## src/rtl/seg_disp_pkg.sv

```systemverilog
// Shared types and helpers for the seven-segment scan controller.
// Latency: n/a (constants, types and a combinational helper only).
// Backpressure: n/a.
package seg_disp_pkg;

    // Code that the downstream decoder renders as all segments off.
    localparam logic [3:0] BLANK_CODE = 4'hF;

    // Widest display the scanner supports.
    localparam int MAX_DIGITS = 8;
    localparam int SEL_IDX_W  = 3;

    typedef enum logic {
        IDLE = 1'b0,
        SCAN = 1'b1
    } scan_state_e;

    // One-hot digit enable for a digit index; the caller truncates to its width.
    function automatic logic [MAX_DIGITS-1:0] onehot(input logic [SEL_IDX_W-1:0] idx);
        logic [MAX_DIGITS-1:0] oh;
        oh = '0;
        oh[idx] = 1'b1;
        return oh;
    endfunction

endpackage

```

## src/rtl/scan_tick_gen.sv

```systemverilog
// Digit-dwell prescaler: counts 0..REFRESH_DIV-1 while run is high, held at 0 otherwise.
// Latency: tick is a decode of the registered count, asserted in the last cycle of each dwell.
// Backpressure: none; free-running whenever run is high.
module scan_tick_gen
    import seg_disp_pkg::*;
#(
    parameter int REFRESH_DIV = 50000
) (
    input  logic clk,
    input  logic rst_n,
    input  logic run,
    output logic tick
);

    localparam int CW = $clog2(REFRESH_DIV);
    localparam logic [CW-1:0] CNT_LAST = CW'(REFRESH_DIV - 1);

    logic [CW-1:0] cnt_q, cnt_d;

    // Next count: cleared when stopped, wraps at the end of each dwell.
    always_comb begin
        cnt_d = cnt_q;
        if (!run) begin
            cnt_d = '0;
        end else if (cnt_q == CNT_LAST) begin
            cnt_d = '0;
        end else begin
            cnt_d = cnt_q + 1'b1;
        end
    end

    // Count register.
    always_ff @(posedge clk or negedge rst_n) begin
        if (!rst_n) begin
            cnt_q <= '0;
        end else begin
            cnt_q <= cnt_d;
        end
    end

    assign tick = run && (cnt_q == CNT_LAST);

endmodule

```

## src/rtl/bcd_digit_scanner.sv

```systemverilog
// Multiplexed seven-segment scan controller with tear-free frame updates and leading-zero blanking.
// Latency: bcd_out/digit_sel follow idx/disp by one cycle; frame_tick lands with the return to digit 0.
// Backpressure: none; loads are always accepted, the last load before a frame boundary wins.
module bcd_digit_scanner
    import seg_disp_pkg::*;
#(
    parameter int NUM_DIGITS  = 4,
    parameter int REFRESH_DIV = 50000
) (
    input  logic                    clk,
    input  logic                    rst_n,
    input  logic                    enable,
    input  logic                    load,
    input  logic [4*NUM_DIGITS-1:0] digits_in,
    input  logic                    blank_lz,
    output logic [3:0]              bcd_out,
    output logic [NUM_DIGITS-1:0]   digit_sel,
    output logic                    frame_tick
);

    localparam int DW    = 4 * NUM_DIGITS;
    localparam int IDX_W = $clog2(NUM_DIGITS);
    localparam logic [IDX_W-1:0] IDX_LAST = IDX_W'(NUM_DIGITS - 1);

    scan_state_e           state_q, state_d;
    logic [IDX_W-1:0]      idx_q, idx_d;
    logic [DW-1:0]         disp_q, disp_d;
    logic [DW-1:0]         pend_q, pend_d;
    logic                  pend_vld_q, pend_vld_d;
    logic                  bnd_q, bnd_d;
    logic [3:0]            bcd_q, bcd_d;
    logic [NUM_DIGITS-1:0] sel_q, sel_d;
    logic                  ftick_q, ftick_d;

    logic                  tick;
    logic                  boundary;
    logic                  zero_run;
    logic [NUM_DIGITS-1:0] blank_mask;
    logic [SEL_IDX_W-1:0]  idx_ext;

    scan_tick_gen #(
        .REFRESH_DIV(REFRESH_DIV)
    ) u_tick (
        .clk  (clk),
        .rst_n(rst_n),
        .run  (enable),
        .tick (tick)
    );

    assign boundary = tick && (idx_q == IDX_LAST);
    assign idx_ext  = SEL_IDX_W'(idx_q);

    // Leading-zero mask: a digit blanks when it and all digits above it are zero; digit 0 never blanks.
    always_comb begin
        zero_run   = 1'b1;
        blank_mask = '0;
        for (int k = NUM_DIGITS - 1; k >= 0; k--) begin
            zero_run      = zero_run && (disp_q[4*k +: 4] == 4'h0);
            blank_mask[k] = blank_lz && (k != 0) && zero_run;
        end
    end

    // Control FSM, scan index, frame double-buffer and registered output selection.
    always_comb begin
        state_d    = state_q;
        idx_d      = idx_q;
        disp_d     = disp_q;
        pend_d     = pend_q;
        pend_vld_d = pend_vld_q;
        bnd_d      = boundary;
        bcd_d      = BLANK_CODE;
        sel_d      = '0;
        ftick_d    = 1'b0;

        case (state_q)
            IDLE:    if (enable)  state_d = SCAN;
            SCAN:    if (!enable) state_d = IDLE;
            default: state_d = IDLE;
        endcase

        if (!enable) begin
            idx_d = '0;
        end else if (tick) begin
            idx_d = (idx_q == IDX_LAST) ? '0 : idx_q + 1'b1;
        end

        // A load on the boundary bypasses the pending buffer; otherwise pending data
        // moves on a boundary, or at once while stopped. A fresh load re-arms pending.
        if (load && boundary) begin
            disp_d     = digits_in;
            pend_vld_d = 1'b0;
        end else begin
            if (pend_vld_q && (boundary || !enable)) begin
                disp_d     = pend_q;
                pend_vld_d = 1'b0;
            end
            if (load) begin
                pend_d     = digits_in;
                pend_vld_d = 1'b1;
            end
        end

        // Digit enable and code are built from the same index so they always switch together.
        if (state_d == SCAN) begin
            sel_d   = NUM_DIGITS'(onehot(idx_ext));
            bcd_d   = blank_mask[idx_q] ? BLANK_CODE : disp_q[{idx_q, 2'b00} +: 4];
            ftick_d = bnd_q;
        end
    end

    // State and output registers.
    always_ff @(posedge clk or negedge rst_n) begin
        if (!rst_n) begin
            state_q    <= IDLE;
            idx_q      <= '0;
            disp_q     <= {NUM_DIGITS{BLANK_CODE}};
            pend_q     <= '0;
            pend_vld_q <= 1'b0;
            bnd_q      <= 1'b0;
            bcd_q      <= BLANK_CODE;
            sel_q      <= '0;
            ftick_q    <= 1'b0;
        end else begin
            state_q    <= state_d;
            idx_q      <= idx_d;
            disp_q     <= disp_d;
            pend_q     <= pend_d;
            pend_vld_q <= pend_vld_d;
            bnd_q      <= bnd_d;
            bcd_q      <= bcd_d;
            sel_q      <= sel_d;
            ftick_q    <= ftick_d;
        end
    end

    assign bcd_out    = bcd_q;
    assign digit_sel  = sel_q;
    assign frame_tick = ftick_q;

endmodule

```

## config.mk

```make
export PLATFORM = sky130hd
export DESIGN_NAME = bcd_digit_scanner
export DESIGN_NICKNAME = d
export VERILOG_FILES = /design/src/rtl/seg_disp_pkg.sv /design/src/rtl/scan_tick_gen.sv /design/src/rtl/bcd_digit_scanner.sv
export SDC_FILE = /design/constraint.sdc
export NUM_CORES = 1
export LEC_CHECK = 0
export CAP_MARGIN = 20
export CORE_ASPECT_RATIO = 1.25
export CORE_MARGIN = 4
export CORE_UTILIZATION = 50
export CTS_CLUSTER_DIAMETER = 80
export DETAILED_ROUTE_END_ITERATION = 7
export DONT_BUFFER_PORTS = 1
export HOLD_SLACK_MARGIN = 0.12
export SLEW_MARGIN = 10
export SYNTH_ARGS = -nofsm -noshare
export SYNTH_HDL_FRONTEND = slang
export SYNTH_SLANG_ARGS = --single-unit
```

## constraint.sdc

```tcl
create_clock -name clk -period 3.4 [get_ports clk]
set_clock_uncertainty 0.2 [all_clocks]
set_input_delay 0.68 -clock clk [delete_from_list [all_inputs] [get_ports clk]]
set_output_delay 0.68 -clock clk [all_outputs]
set_load 0.01 [all_outputs]
```

==> results of run 1 <==
power groups by stage:
| stage | logic, W | registers, W | clock network (W) |
|---|---|---|---|
| CTS | 0.000143 | 0.000860 | 0.000578 |
| global route | 0.000157 | 0.000868 | 0.000616 |
| floorplan | 0.000110 | 0.000851 | 0 |
| finish | 0.000139 | 0.000859 | 0.000562 |
| detailed placement | 0.000123 | 0.000872 | 0 |
| global placement | 0.000117 | 0.000869 | 0 |
layer usage:
| layer | vias up | share of wire, % | track usage, % | routed length (um) |
|---|---|---|---|---|
| li1 | 832 | - | - | - |
| met1 | 873 | 41 | 20.20 | 2285 |
| met2 | 26 | 53 | 30.72 | 2966 |
| met3 | 12 | 3.2 | 4.143 | 178 |
| met4 | 0 | 2.3 | 10.12 | 126 |
| met5 | - | 0 | 0 | 0 |
stage by stage:
step	utilization (%)	area (sq um)	hold WS, ns	setup slack (ns)
detailed placement	52.84	2935	0.1858	0.5264
finish	56.62	3146	0.2743	0.5310
global placement	52.84	2935	0.1858	0.6194
floorplan	-	2915	0.1844	0.7130
global route	56.62	3146	0.2544	0.4153
CTS	56.62	3146	0.2602	0.5078
cells in the final DEF (no fill, tap or decap), types with 3 or more instances in the layout:
cell and count:
mux2_2 16, mux4_2 4, and3_1 3, or2_2 4
dfstp_2 20, dfrtp_1 41, nand2_1 9, clkbuf_8 11
nand3_1 9, o2bb2ai_1 16, ha_1 5, clkbuf_1 3
inv_1 6, and2_1 20, xnor2_1 7, mux2i_1 17
xor2_1 7, nor4_1 4, nor2_1 19
how the worst min path moves through the flow:
stage	endpoint	slack (ns)	depth (start not counted)
finish	frame_tick	0.27	1
global route	digit_sel[2]	0.25	1
CTS	digit_sel[2]	0.26	1
detailed placement	frame_tick	0.19	0
global placement	frame_tick	0.19	0
floorplan	bnd_q	0.18	0
kinds of logic after synthesis:
logic type	count (synthesis)	share of synthesized area [%]
xor gates and xnor gates	14	4.206
AOI/OAI and AO/OA	23	7.167
muxes	37	15.11
and+or+nand+nor	78	14.81
DFF	61	53.22
buffers and inverters	17	3.348
adders and majority gates	5	2.146
what timing repair did:
item | CTS | global route
endpoints found under the hold margin | 61 | 0
hold buffers | 2 | 0
gates resized for setup | 0 | 0
sequential cells by signal, summed over array words and instances, names as in the netlist:
register and count:
bnd_q 1, idx_q 2, bcd_out 4, pend_vld_q 1, pend_q 16, digit_sel 4, disp_q 16, u_tick.cnt_q 16
frame_tick 1
worst max-delay path: stages, from the launching register on:
cell       delay [ns]
dfrtp_1          0.42
or4b_1           0.53
or4_1            0.62
buf_4            0.23
nor2_8           0.36
o21bai_4         0.22
o2bb2ai_1        0.20
cell type report:
cell class	count	area, sq um	share of cell area [%]
Multi-Input combinational cell	157	1266	40.25
Timing Repair Buffer	4	52.55	1.671
Sequential cell	61	1551	49.32
Tap cell	64	80.08	2.546
Clock buffer	14	162.7	5.171
Clock inverter	2	10.01	0.3182
Inverter	6	22.52	0.7160
==> key figures, run 1 <==
Synth
  – Synth area leaders: dfrtp_1 35%, dfstp_2 18%, mux2_2 6.2%
  – Yosys top cell area share: 35.19%
  – Number of synthesized flops with an enable pin: 0
  – Post-Synthesis Cell Area: 2915 sq um
  – Post-synthesis sequential area ratio: between 50% and 60%
  – Most common cell in the netlist: dfrtp_1
  – Main synth FF type: dfrtp_1
  – Async SR Flop Fraction: 100.0%
  – Post-Syn Area per Cell: 12.41 sq um
  – Yosys warns: 0
  – Post-synth cell types: 35
  – Syn nets: 261
  – Post-Syn Instances: 235
  – Commonest cells in the netlist: 41 x dfrtp_1, 20 x and2_1, 20 x dfstp_2
  – Yosys reg bits: 61
  – Dominant cell type by area after synthesis: dfrtp_1

Worst setup path
  – CP endpoint: disp_q[9]
  – Crit-path max FO: 17
  – CP Launch Type: flip-flop
  – Worst Path Arrival: approximately 2.9 ns
  – Crit path required time: ~3.5 ns
  – Crit path kind: reg2reg
  – Worst r2r dst: disp_q[9]
  – R2r setup slk: 0.53 ns
  – Critical Path Start: u_tick.cnt_q[11]
  – Crit end category: flip-flop
  – RR Startpoint: u_tick.cnt_q[11]
  – Worst Reg-to-Reg Cells: 6

Place
  – Dpl hpwl: 3912 um
  – GP Congestion: ~0.84
  – Placed cell count: 290
  – Port Buffers: 0

Status
  – Status: finished clean

Power and ir drop
  – Power Total: 0.001560 W
  – Switch Pwr: 0.0003672 W
  – Sequential share of power: 55.1%
  – Internal: 0.001193 W
  – Pleak: 1.260 nW
  – PD cells: 495.9 nW/um^2
  – Sw Ratio: 23.54%
  – Clock group share of total power: 36.0%
  – Logic gate share of total power: between 8 and 9%
  – Worst VDD drop: roughly 0.22 mV

Clock network
  – CTS max path bufs: 2
  – CTS tree: built
  – Clk pin slew, worst setup/hold paths: 0.06 ns
  – Root buf cell: clkbuf_8
  – # Post-CTS Setup Buffers: 0
  – Worst skew pair latency: 0.33 ns
  – H-tree levels: 3
  – Inserted Clock Buffers: 9
  – Total clock sinks: 61

Routing
  – Drt via density: 5.659
  – Vias: about 1700
  – Routed Antenna Nets: 0
  – Drt initial violations: 44
  – Post-Route WL: 5557 um
  – Per-cell routed wire length: between 15 and 20 um
  – Drt first pass iters: 4
  – DRC Markers: 0

Floorplanning
  – Die H: 93.37 um
  – Die area: slightly above 7000 sq um
  – IO Count: 30
  – Count of standard-cell rows: 30
  – Core box area: 5555 sq um
  – Chip width: about 76 um
  – Initial Util: 52.48%

Flow run
  – Max-cap violations: 0

STA
  – Tmin final: 2.869 ns
  – Final-report hold violation count: 0
  – Tightest Pin Transition: 0.6158 ns
  – RSZ-0062 raised after global routing: false
  – Pins Over Slew Limit: 0
  – # setup viols final: 0
  – Rel. slew slack: 58.57%
  – Final period util: 84.38%
  – Total negative slack: 0 ns
  – Max Freq: 348.6 MHz

Cells and area
  – Layout cell share with drive strength beyond 1: between 20% and 30%
  – Non-filler cells, final: 308
  – ANT cells: 0
  – Fillers: 483
  – Synthesis-to-finish area growth: 7.897%
  – Layout Nets: roughly 270

Global routing
  – Vias in the first global route: just under 2000
  – Largest net degree at the start of global routing: 62
  – GRT Util Overall: 17.77%
  – First-pass GRT wire length: about 9700 um
  – Total grt overflow: 0
  – Initial antenna violation count: 0

Worst hold path
  – Hold Path Class: reg2reg
  – Hold path startpoint: bnd_q
Power figures use the tool's default switching activity.
==> run 2, diff against run 1 <==
clock period = 2.9 ns   (was 3.4 ns; I/O delays follow)
==> key figures, run 2 (synthesis results as in run 1) <==
Status
  – Status: finished clean

Clock network
  – Root buf cell: clkbuf_8
  – Clk pin slew, worst setup/hold paths: 0.07 ns (about the same)
  – Total clock sinks: 61 (unchanged)
  – Inserted Clock Buffers: 9 (unchanged)
  – CTS max path bufs: 2 (unchanged)
  – Worst skew pair latency: 0.33 ns (about the same)
  – CTS tree: built
  – # Post-CTS Setup Buffers: 0 (unchanged)
  – Cts repair resizes: 0 (unchanged)
  – H-tree levels: 3 (unchanged)

Cells and area
  – Layout Nets: 268 (+1.1%)
  – Post-layout instance area: 3267 sq um (+3.9%)
  – Layout cell share with drive strength beyond 1: 27.53% (+1.7 points)
  – Non-filler cells, final: 311 (+0.97%)
  – Synthesis-to-finish area growth: 12.06%
  – Commonest non-fill, non-tap cell in the layout: dfrtp_1
  – Commonest non-fill, non-tap cells in the layout: 41 x dfrtp_1, 20 x and2_1, 20 x dfstp_2
  – Largest regs: disp_q (16), pend_q (16), u_tick.cnt_q (16)
  – ANT cells: 0 (unchanged)

Global routing
  – Total grt overflow: 0 (unchanged)
  – Largest net degree at the start of global routing: 62 (unchanged)
  – Vias in the first global route: 1836 (-6.2%)
  – First-pass GRT wire length: 9259 um (-4.2%)
  – Initial antenna violation count: 0 (unchanged)
  – GRT Util Overall: 16.98% (-0.79 points)

Place
  – Placed cell count: 293 (+1.0%)
  – DP Area: 2970 sq um (+1.2%)
  – GP Congestion: 0.8167 (-2.8%)
  – Dpl ws: 0.06784 ns (-0.4586 ns)
  – Dpl hpwl: 3844 um (-1.8%)
  – Port Buffers: 0 (unchanged)

Flow run
  – Max-cap violations: 0 (unchanged)

Worst setup path
  – Crit path max-delay family: simple AND/OR/NAND/NOR gates
  – Crit end category: flip-flop
  – Critical-path cell list: or4b_1 -> or4_1 -> nor2_8 -> o21bai_4 -> o2bb2ai_1
  – Worst Path Arrival: 2.81 ns (-0.11 ns)
  – Crit path buf inv count: 0 (-1)
  – CP max stage delay: 0.73 ns (+0.11 ns)
  – CP max-delay cell: or4_1
  – Crit path required time: 2.95 ns (-0.50 ns)
  – Crit-path max FO: 17 (unchanged)
  – Crit path kind: reg2reg
  – CP Launch Type: flip-flop

STA
  – Pins Over Slew Limit: 0 (unchanged)
  – Final period util: 95.22% (+11 points)
  – Total negative slack: 0 ns (unchanged)
  – Rel. slew slack: 57.53% (-1.0 points)
  – Max Freq: 362.2 MHz (+3.9%)
  – RSZ-0062 raised after global routing: false
  – Tightest Pin Transition: 0.6313 ns (+0.01545 ns)
  – Tmin final: 2.761 ns (-0.1077 ns)
  – Final-report hold violation count: 0 (unchanged)
  – # setup viols final: 0 (unchanged)
  – Hold_ws: 0.1727 ns (-0.1016 ns)
  – Post-route setup slack: 0.1387 ns (-0.3923 ns)

Floorplanning
  – Count of standard-cell rows: 30 (unchanged)
  – Die H: 93.37 um (unchanged)
  – IO Count: 30 (unchanged)
  – Initial Util: 52.48% (unchanged)
  – Core box area: 5555 sq um (unchanged)
  – Chip width: 76.30 um (unchanged)
  – Die area: 7124 sq um (unchanged)

Worst hold path
  – Hold Path Class: in2reg

Power and ir drop
  – Sw Ratio: 20.81% (-2.7 points)
  – Pleak: 1.319 nW (+4.7%)
  – Sequential share of power: 47.2% (-7.9 points)
  – Switch Pwr: 0.0004439 W (+21%)
  – Logic gate share of total power: 7.8% (-1.1 points)
  – Internal: 0.001689 W (+42%)
  – Worst VDD drop: 0.4469 mV (+110%)
  – PD cells: 652.8 nW/um^2 (+32%)
  – Clock group share of total power: 45.0% (+9.0 points)

Routing
  – Vias: 1737 (-0.34%)
  – Routed Antenna Nets: 0 (unchanged)
  – Post-Route WL: 5384 um (-3.1%)
  – Drt first pass iters: 4 (unchanged)
  – Per-cell routed wire length: 17.31 um (-4.0%)
  – Drt via density: 5.585 (-1.3%)
  – Drt initial violations: 99 (+130%)
  – DRC Markers: 0 (unchanged)
[run 2: worst reg2reg max path, delay by kind of cell, from the launching register on]
family | cells | cell delay, ns
compound gates | 2 | 0.42
simple gates | 3 | 1.64
flops | 1 | 0.43
[run 2: path summary, 6_finish.rpt]
check	start	to	slack, ns	depth (start not counted)
setup / recovery	u_tick.cnt_q[12]	disp_q[5]	0.14	5
hold / removal	enable	digit_sel[2]	0.17	1
setup reg to reg	u_tick.cnt_q[12]	disp_q[5]	0.14	5
hold reg to reg	bnd_q	frame_tick	0.26	1
max in group asynchronous	rst_n	bcd_out[2]	1.60	2
min in group asynchronous	rst_n	u_tick.cnt_q[15]	0.55	2
[run 2: cell type report]
cell class	count	area (sq um)
clock buffers	13	168.9
clock inverters	3	90.09
fillers	455	2288
inverters	6	22.52
multi-input cells	157	1266
flip-flops and latches	61	1551
well taps	64	80.08
repair buffers	7	87.58
[run 2: what timing repair did]
item,in CTS,in global routing
hold buffers,2,0
setup endpoints to repair,0,2
endpoints found under the hold margin,61,0
[run 2: layer usage]
layer | routed length [um] | GRT usage, % | vias up
li1 | - | - | 839
met1 | 2270 | 20.54 | 860
met2 | 2797 | 28.30 | 25
met3 | 176 | 3.661 | 13
met4 | 140 | 9.366 | 0
met5 | 0 | 0 | -
[run 2: through the flow]
step           utilization, %  power (W)
2_1_floorplan               -   0.001127
3_3_place_gp            53.47   0.001159
3_5_place_dp            53.47   0.001167
4_1_cts                 58.81   0.002153
5_1_grt                 58.81   0.002228
6_report                58.81   0.002133
[run 2: power groups by stage]
stage | Clock (W) | Combinational [W] | Sequential, W
6_report | 0.000960 | 0.000167 | 0.00101
5_1_grt | 0.00102 | 0.000188 | 0.00102
4_1_cts | 0.000977 | 0.000169 | 0.00101
3_5_place_dp | 0 | 0.000146 | 0.00102
3_3_place_gp | 0 | 0.000141 | 0.00102
2_1_floorplan | 0 | 0.000129 | 0.000998
